## config.mk

```make
export PLATFORM = sky130hd
export DESIGN_NAME = coder_4_2_serial_rx_flat
export DESIGN_NICKNAME = d
export VERILOG_FILES = /design/src/rtl/coder_4_2_serial_rx_if.sv /design/src/rtl/coder_4_2_serial_rx.sv /design/src/flat_wrapper.sv
export SDC_FILE = /design/constraint.sdc
export NUM_CORES = 1
export LEC_CHECK = 0
export ABC_AREA = 0
export CAP_MARGIN = 10
export CORE_MARGIN = 1.5
export CORE_UTILIZATION = 42
export CTS_CLUSTER_DIAMETER = 30
export DETAILED_ROUTE_END_ITERATION = 16
export DONT_BUFFER_PORTS = 1
export PLACE_DENSITY_LB_ADDON = 0.05
export SLEW_MARGIN = 10
export SYNTH_ARGS = -nofsm -noshare
export SYNTH_HDL_FRONTEND = slang
export SYNTH_SLANG_ARGS = --single-unit
```

## constraint.sdc

```tcl
create_clock -name clk -period 4.55 [get_ports clk]
set_input_delay 0.91 -clock clk [delete_from_list [all_inputs] [get_ports clk]]
set_output_delay 0.91 -clock clk [all_outputs]
set_load 0.02 [all_outputs]
```

## src/rtl/coder_4_2_serial_rx_if.sv

```systemverilog
// Handshake bundle for the 4-2 serial receiver.
//   code_in / code_valid / code_ready     : one-hot code stream from the coder
//   index_out / index_valid / index_ready : decoded 2-bit index stream to the consumer
// master = code producer + index consumer side, slave = the receiver itself.
interface coder_4_2_serial_rx_if;
  logic [3:0] code_in;
  logic       code_valid;
  logic       code_ready;
  logic [1:0] index_out;
  logic       index_valid;
  logic       index_ready;

  modport master (
    output code_in, code_valid, index_ready,
    input  code_ready, index_out, index_valid
  );

  modport slave (
    input  code_in, code_valid, index_ready,
    output code_ready, index_out, index_valid
  );
endinterface

```

## src/rtl/coder_4_2_serial_rx.sv

```systemverilog
// Receive end of the serial 4-2 coder link.
// Decodes one-hot codes (0001,0010,0100,1000) to a 2-bit index, buffers the
// indices in a DEPTH-entry FIFO, tracks the mod-4 counter sequence with a
// HUNT/LOCK FSM, flags the 3->0 wrap (OV) and counts malformed codes.
// Ports:
//   clk        : rising-edge clock
//   Reset      : asynchronous active-high reset
//   bus        : code / index handshakes (slave side)
//   OV         : 1-cycle pulse, accepted index 0 right after index 3
//   err_onehot : 1-cycle pulse, malformed code accepted
//   err_seq    : 1-cycle pulse, index differs from expected while locked
//   locked     : FSM is in LOCK
//   err_count  : saturating malformed-code counter
module coder_4_2_serial_rx #(
  parameter int DEPTH     = 4,
  parameter int CHECK_SEQ = 1,
  parameter int ERRW      = 8
) (
  input  logic                    clk,
  input  logic                    Reset,
  coder_4_2_serial_rx_if.slave    bus,
  output logic                    OV,
  output logic                    err_onehot,
  output logic                    err_seq,
  output logic                    locked,
  output logic [ERRW-1:0]         err_count
);

  localparam int AW = $clog2(DEPTH);

  typedef enum logic {HUNT, LOCK} state_t;

  // FIFO storage and pointers; pointers carry one extra wrap bit so that
  // full and empty are distinguishable without a separate counter.
  logic [1:0]  mem [DEPTH];
  logic [AW:0] wr_ptr_reg;
  logic [AW:0] rd_ptr_reg;
  logic [1:0]  last_out_reg;

  state_t          state_reg;
  logic [1:0]      exp_idx_reg;
  logic [1:0]      last_idx_reg;
  logic            ov_reg;
  logic            err_onehot_reg;
  logic            err_seq_reg;
  logic [ERRW-1:0] err_count_reg;

  logic       full;
  logic       empty;
  logic       accept;
  logic       pop;
  logic       code_ok;
  logic [1:0] dec_idx;

  assign empty = (wr_ptr_reg == rd_ptr_reg);
  assign full  = (wr_ptr_reg[AW] != rd_ptr_reg[AW]) &&
                 (wr_ptr_reg[AW-1:0] == rd_ptr_reg[AW-1:0]);

  assign accept = bus.code_valid & ~full;
  assign pop    = ~empty & bus.index_ready;

  always_comb begin
    code_ok = 1'b1;
    dec_idx = 2'd0;
    case (bus.code_in)
      4'b0001: dec_idx = 2'd0;
      4'b0010: dec_idx = 2'd1;
      4'b0100: dec_idx = 2'd2;
      4'b1000: dec_idx = 2'd3;
      default: code_ok = 1'b0;
    endcase
  end

  // Storage has no reset; only the pointers define what is valid.
  always_ff @(posedge clk) begin
    if (accept && code_ok) begin
      mem[wr_ptr_reg[AW-1:0]] <= dec_idx;
    end
  end

  always_ff @(posedge clk or posedge Reset) begin
    if (Reset) begin
      wr_ptr_reg   <= '0;
      rd_ptr_reg   <= '0;
      last_out_reg <= 2'd0;
    end else begin
      if (accept && code_ok) begin
        wr_ptr_reg <= wr_ptr_reg + {{AW{1'b0}}, 1'b1};
      end
      if (pop) begin
        rd_ptr_reg   <= rd_ptr_reg + {{AW{1'b0}}, 1'b1};
        // Remember the popped value so index_out holds it while empty.
        last_out_reg <= mem[rd_ptr_reg[AW-1:0]];
      end
    end
  end

  // Sequence tracker, wrap detector and error counter.
  always_ff @(posedge clk or posedge Reset) begin
    if (Reset) begin
      state_reg      <= HUNT;
      exp_idx_reg    <= 2'd0;
      last_idx_reg   <= 2'd0;
      ov_reg         <= 1'b0;
      err_onehot_reg <= 1'b0;
      err_seq_reg    <= 1'b0;
      err_count_reg  <= '0;
    end else begin
      ov_reg         <= 1'b0;
      err_onehot_reg <= 1'b0;
      err_seq_reg    <= 1'b0;
      if (accept) begin
        if (!code_ok) begin
          err_onehot_reg <= 1'b1;
          state_reg      <= HUNT;
          if (err_count_reg != {ERRW{1'b1}}) begin
            err_count_reg <= err_count_reg + {{(ERRW-1){1'b0}}, 1'b1};
          end
        end else begin
          ov_reg       <= (dec_idx == 2'd0) && (last_idx_reg == 2'd3);
          last_idx_reg <= dec_idx;
          // Both states resynchronise the expectation to the received index.
          exp_idx_reg  <= dec_idx + 2'd1;
          case (state_reg)
            HUNT: state_reg <= LOCK;
            LOCK: err_seq_reg <= (CHECK_SEQ != 0) && (dec_idx != exp_idx_reg);
            default: state_reg <= HUNT;
          endcase
        end
      end
    end
  end

  assign bus.code_ready  = ~full;
  assign bus.index_valid = ~empty;
  assign bus.index_out   = empty ? last_out_reg : mem[rd_ptr_reg[AW-1:0]];

  assign OV         = ov_reg;
  assign err_onehot = err_onehot_reg;
  assign err_seq    = err_seq_reg;
  assign locked     = (state_reg == LOCK);
  assign err_count  = err_count_reg;

endmodule
```

## src/flat_wrapper.sv

```systemverilog
// flat-port wrapper written by rule: the top's interface ports become plain ports
module coder_4_2_serial_rx_flat 
#(
  parameter int DEPTH     = 4,
  parameter int CHECK_SEQ = 1,
  parameter int ERRW      = 8
)
  (clk, Reset, OV, err_onehot, err_seq, locked, err_count, bus_code_in, bus_code_valid, bus_index_ready, bus_code_ready, bus_index_out, bus_index_valid);
  coder_4_2_serial_rx_if bus_i ();
  input  logic clk;
  input  logic Reset;
  output logic OV;
  output logic err_onehot;
  output logic err_seq;
  output logic locked;
  output logic [ERRW-1:0] err_count;
  input wire logic [$bits(bus_i.code_in)-1:0] bus_code_in;
  input wire logic [$bits(bus_i.code_valid)-1:0] bus_code_valid;
  input wire logic [$bits(bus_i.index_ready)-1:0] bus_index_ready;
  output wire logic [$bits(bus_i.code_ready)-1:0] bus_code_ready;
  output wire logic [$bits(bus_i.index_out)-1:0] bus_index_out;
  output wire logic [$bits(bus_i.index_valid)-1:0] bus_index_valid;
  assign bus_i.code_in = bus_code_in;
  assign bus_i.code_valid = bus_code_valid;
  assign bus_i.index_ready = bus_index_ready;
  assign bus_code_ready = bus_i.code_ready;
  assign bus_index_out = bus_i.index_out;
  assign bus_index_valid = bus_i.index_valid;
  coder_4_2_serial_rx #(.DEPTH(DEPTH), .CHECK_SEQ(CHECK_SEQ), .ERRW(ERRW)) u_core (.clk(clk), .Reset(Reset), .bus(bus_i), .OV(OV), .err_onehot(err_onehot), .err_seq(err_seq), .locked(locked), .err_count(err_count));
endmodule
```

==> flow_results.org <==
** Cells and area
- Layout Cells excl Fill :: roughly 170
- After the last flow step, the layout net total stands at 139.
- Cells fill around half of the core in the end.
- Area added between synthesis and finish :: 10.2%
- Number of inserted diodes :: 0
- With fillers left out, the area of the finished cells amounts to roughly 0.0017 mm².
- Counting the fill cells in the layout gives between 300 and 400.
- Cells with a size suffix above 1 make up approximately 20% of the layout.

** Clock tree
- CTS tree :: yes
- After clock tree synthesis, the clock-pin slew on the worst setup and hold paths is around 0.07 ns.
- Post-CTS setup buffers :: 0
- Clock tree synthesis selected as its root buffer the cell sky130_fd_sc_hd__clkbuf_8.
- Hold-fix buffers, CTS :: 0
- The number of clock buffers added by TritonCTS is 5.
- Number of buffers on the longest clock path :: 2
- H-tree depth reported by CTS :: 2
- Count of cells resized by post-cts repair :: 0
- Clock latency on the worst-skew pair, taken at its later pin, is 0.28 ns.
- Clk sinks :: 32

** Synthesis
- Synth Area per Inst :: around 13 µm²
- After synthesis the cells add up to roughly 0.0016 mm².
- During synthesis, Yosys emitted a total of 0 warnings.
- Synth Register Bits :: 32
- After synthesis, flip-flops and latches occupy between 50 and 60% of the total area.
- The cell count after synthesis came out at around 120.
- Number of enable-type register cells in the synthesized netlist :: 8
- Ys async rst share :: 75.0%
- Count of distinct cell types in the synthesized netlist :: 30
- Counting every net in the synthesized netlist gives ~130.
- In the synthesized netlist the dominant register cell turns out to be sky130_fd_sc_hd__dfrtp_1.

** Power
- Net switching power of the design :: 0.476 mW
- Switching power as a share of total power :: around two fifths
- In this run, the combinational gates consume between 30% and 40% of the power.
- The internal portion of the total power is 0.726 mW.
- Dividing total power by cell area gives a power density of 688 mW/mm².
- Worst ir drop on vdd :: 0.202 mV
- Leakage power of the design :: ~0.73 nW
- In this run, flip-flops and latches consume 45.4% of the power.
- In this run, the clock network consumes 22.2% of the power.

** Worst setup path
- The worst setup path is launched from a register.
- In this design, the stage delay of the slowest critical-path cell is 0.47 ns.
- Critical path class :: register to output pin
- The signal on the critical path passes through xnor2_1, nand3b_1, mux2_2.
- Worst path required time :: ~3.6 ns
- The slowest stage of the critical path belongs to the cell sky130_fd_sc_hd__dfrtp_1.
- Data arrives at the worst endpoint at roughly 1.9 ns.
- Of all nets on the critical path, the largest fanout is 5.
- The worst setup path is captured at an output pin.

** STA
- For the pin with the worst max-slew slack, the measured transition is about 0.94 ns.
- After layout, the minimum clock period comes to roughly 2.8 ns.
- WHS :: about 0.5 ns
- Setup repair after global routing missed its margin :: false
- Setup violations remaining at the end of the flow were counted as 0.
- The final hold violation count came to 0.
- Static timing analysis puts the maximum clock frequency at between 300 and 400 MHz.
- Worst-case clock skew :: 0.00229 ns
- Post-route clock period utilization :: 60.9%
- The worst pin sits at a relative slew slack of a little under two fifths.
- Final Max Tran Viols :: 0
- Summed over all failing endpoints, the final setup total negative slack is 0 ns.

** Die
- The die covers 0.00415 mm².
- The floorplan step defined a core boundary enclosing roughly 0.0036 mm².
- Die Height :: ~64 µm
- Initial Util :: 43.6%
- Row generation in the floorplan step produced 22 rows.
- For this design the top-level I/O count stands at 24.
- Die width :: around 64 µm

** Placed design
- Count of placed standard cells including taps :: ~170
- Placer congestion estimate :: 0.698
- Placed wire-length estimate :: approximately 1900 µm
- Summing all placed instances gives a cell area of approximately 0.0016 mm².
- Port buffer count :: 0

** Global route
- Wire length of the first global-routing pass :: approximately 4200 µm
- The via count of the first global-routing pass was about 900.
- Global routing consumed, over all layers together, between 10% and 20% of the routing resources.
- Initial antenna violation count :: 0
- Summed over all layers, the global routing overflow is 0.
- Pin count of the biggest net entering global routing :: 25

** Detailed routing
- Starting DRT DRC Count :: 24
- The first detailed-routing pass took 3 iterations.
- Average routed wire per standard cell :: between 10 and 15 µm
- Dividing the detail-routed via count by the number of cells gives 5.05.
- Number of remaining DRC errors :: 0
- In this run the remaining antenna-violating nets after routing total 0.
- The detailed router placed about 900 vias in this run.
- The final layout contains routed wiring with a total length of between 2000 and 3000 µm.

** Status
- The flow ran to the end, and the final reports show no timing, DRC or antenna violations.

** Flow run
- Max-cap violations :: 0

** Worst hold path
- Path category of the worst min-delay check :: register to register
-- layout make-up --
type | instances | area [µm²] | share of cell area, %
clock buffers | 5 | 68.8 | 3.94
flip-flops and latches | 32 | 841 | 48.1
well taps | 48 | 60.1 | 3.44
multi-input cells | 77 | 704 | 40.3
inverters | 8 | 30.0 | 1.72
clock inverters | 3 | 42.5 | 2.44
-- layout by cell type (no fill, tap or decap) --
| cell type | count |
|---|---|
| sky130_fd_sc_hd__a21oi_1 | 2 |
| sky130_fd_sc_hd__a21oi_4 | 1 |
| sky130_fd_sc_hd__a31o_4 | 1 |
| sky130_fd_sc_hd__a41o_4 | 1 |
| sky130_fd_sc_hd__and2_1 | 4 |
| sky130_fd_sc_hd__and4_1 | 1 |
| sky130_fd_sc_hd__bufinv_16 | 1 |
| sky130_fd_sc_hd__clkbuf_8 | 5 |
| sky130_fd_sc_hd__clkinv_2 | 1 |
| sky130_fd_sc_hd__clkinvlp_4 | 1 |
| sky130_fd_sc_hd__dfrtp_1 | 24 |
| sky130_fd_sc_hd__edfxtp_1 | 8 |
| sky130_fd_sc_hd__ha_1 | 7 |
| sky130_fd_sc_hd__inv_1 | 8 |
| sky130_fd_sc_hd__mux2_1 | 1 |
| sky130_fd_sc_hd__mux2_2 | 7 |
| sky130_fd_sc_hd__mux4_1 | 2 |
| sky130_fd_sc_hd__nand2_1 | 6 |
| sky130_fd_sc_hd__nand2_4 | 1 |
| sky130_fd_sc_hd__nand3_1 | 5 |
| sky130_fd_sc_hd__nand3b_1 | 1 |
| sky130_fd_sc_hd__nor2_1 | 6 |
| sky130_fd_sc_hd__nor2_2 | 1 |
| sky130_fd_sc_hd__nor3_1 | 1 |
| sky130_fd_sc_hd__nor3_2 | 3 |
| sky130_fd_sc_hd__nor4_4 | 2 |
| sky130_fd_sc_hd__nor4b_1 | 2 |
| sky130_fd_sc_hd__o211a_1 | 1 |
| sky130_fd_sc_hd__o21ai_0 | 1 |
| sky130_fd_sc_hd__o22ai_1 | 1 |
| sky130_fd_sc_hd__or3_1 | 1 |
| sky130_fd_sc_hd__xnor2_1 | 10 |
| sky130_fd_sc_hd__xor2_1 | 8 |
-- per-stage QoR --
stage | power [mW] | setup WS (ns)
5_1_grt | 1.29 | 1.62
3_5_place_dp | 0.949 | 2.05
2_1_floorplan | 0.869 | 2.22
6_report | 1.20 | 1.78
3_3_place_gp | 0.939 | 2.05
4_1_cts | 1.22 | 1.73
-- layer usage --
layer  vias up  track usage, %  wire [µm]
met5         -               0          0
met4         0            6.38         32
met3         5            5.21        149
met2        20            20.7       1170
met1       427            17.1       1160
li1        422               -          -
-- power groups by stage --
stage	logic, mW	registers [mW]	clock network [mW]
6_report	0.389	0.546	0.267
5_1_grt	0.438	0.561	0.288
4_1_cts	0.398	0.548	0.277
3_3_place_gp	0.387	0.552	0
2_1_floorplan	0.345	0.524	0
3_5_place_dp	0.396	0.553	0
-- cell families (layout without fill, tap and decap cells) --
family,after synthesis,after routing,share of synthesized area [%]
buffers and inverters,10,16,2.53
DFF,32,32,53.0
adders and majority gates,7,7,5.52
xor gates and xnor gates,18,18,9.94
AOI/OAI and AO/OA,8,8,5.45
and+or+nand+nor,34,34,14.5
muxes,10,10,9.00
-- path summary, 6_finish.rpt --
path                                       from                      to  slack [ns]  cells after the start
max                        u_core.rd_ptr_reg[0]        bus_index_out[0]        1.78                      3
min                        u_core.rd_ptr_reg[2]    u_core.rd_ptr_reg[2]        0.49                      1
max in group asynchronous                 Reset    u_core.wr_ptr_reg[1]        3.24                      1
min reg2reg                u_core.rd_ptr_reg[2]    u_core.rd_ptr_reg[2]        0.49                      1
max reg2reg                u_core.rd_ptr_reg[0]  u_core.last_out_reg[1]        2.66                      4
min in group asynchronous                 Reset     u_core.err_count[0]        0.73                      1
-- cell usage after synthesis (all sizes together) (3+ instances only) --
library cell,number,area (µm²)
nor3,4,35.0
a21oi,3,26.3
dfrtp,24,601
edfxtp,8,240
nand2,7,33.8
mux2,8,90.1
nor2,7,28.8
xor2,8,70.1
and2,4,25.0
inv,8,30.0
xnor2,10,87.6
nand3,5,25.0
ha,7,87.6
-- critical path, delay by kind of cell, from the launching register on --
kind | cells | cell delay, ns
muxes | 1 | 0.45
and+or+nand+nor | 1 | 0.36
xor gates and xnor gates | 1 | 0.30
DFF | 1 | 0.47
Power figures use the tool's default switching activity.
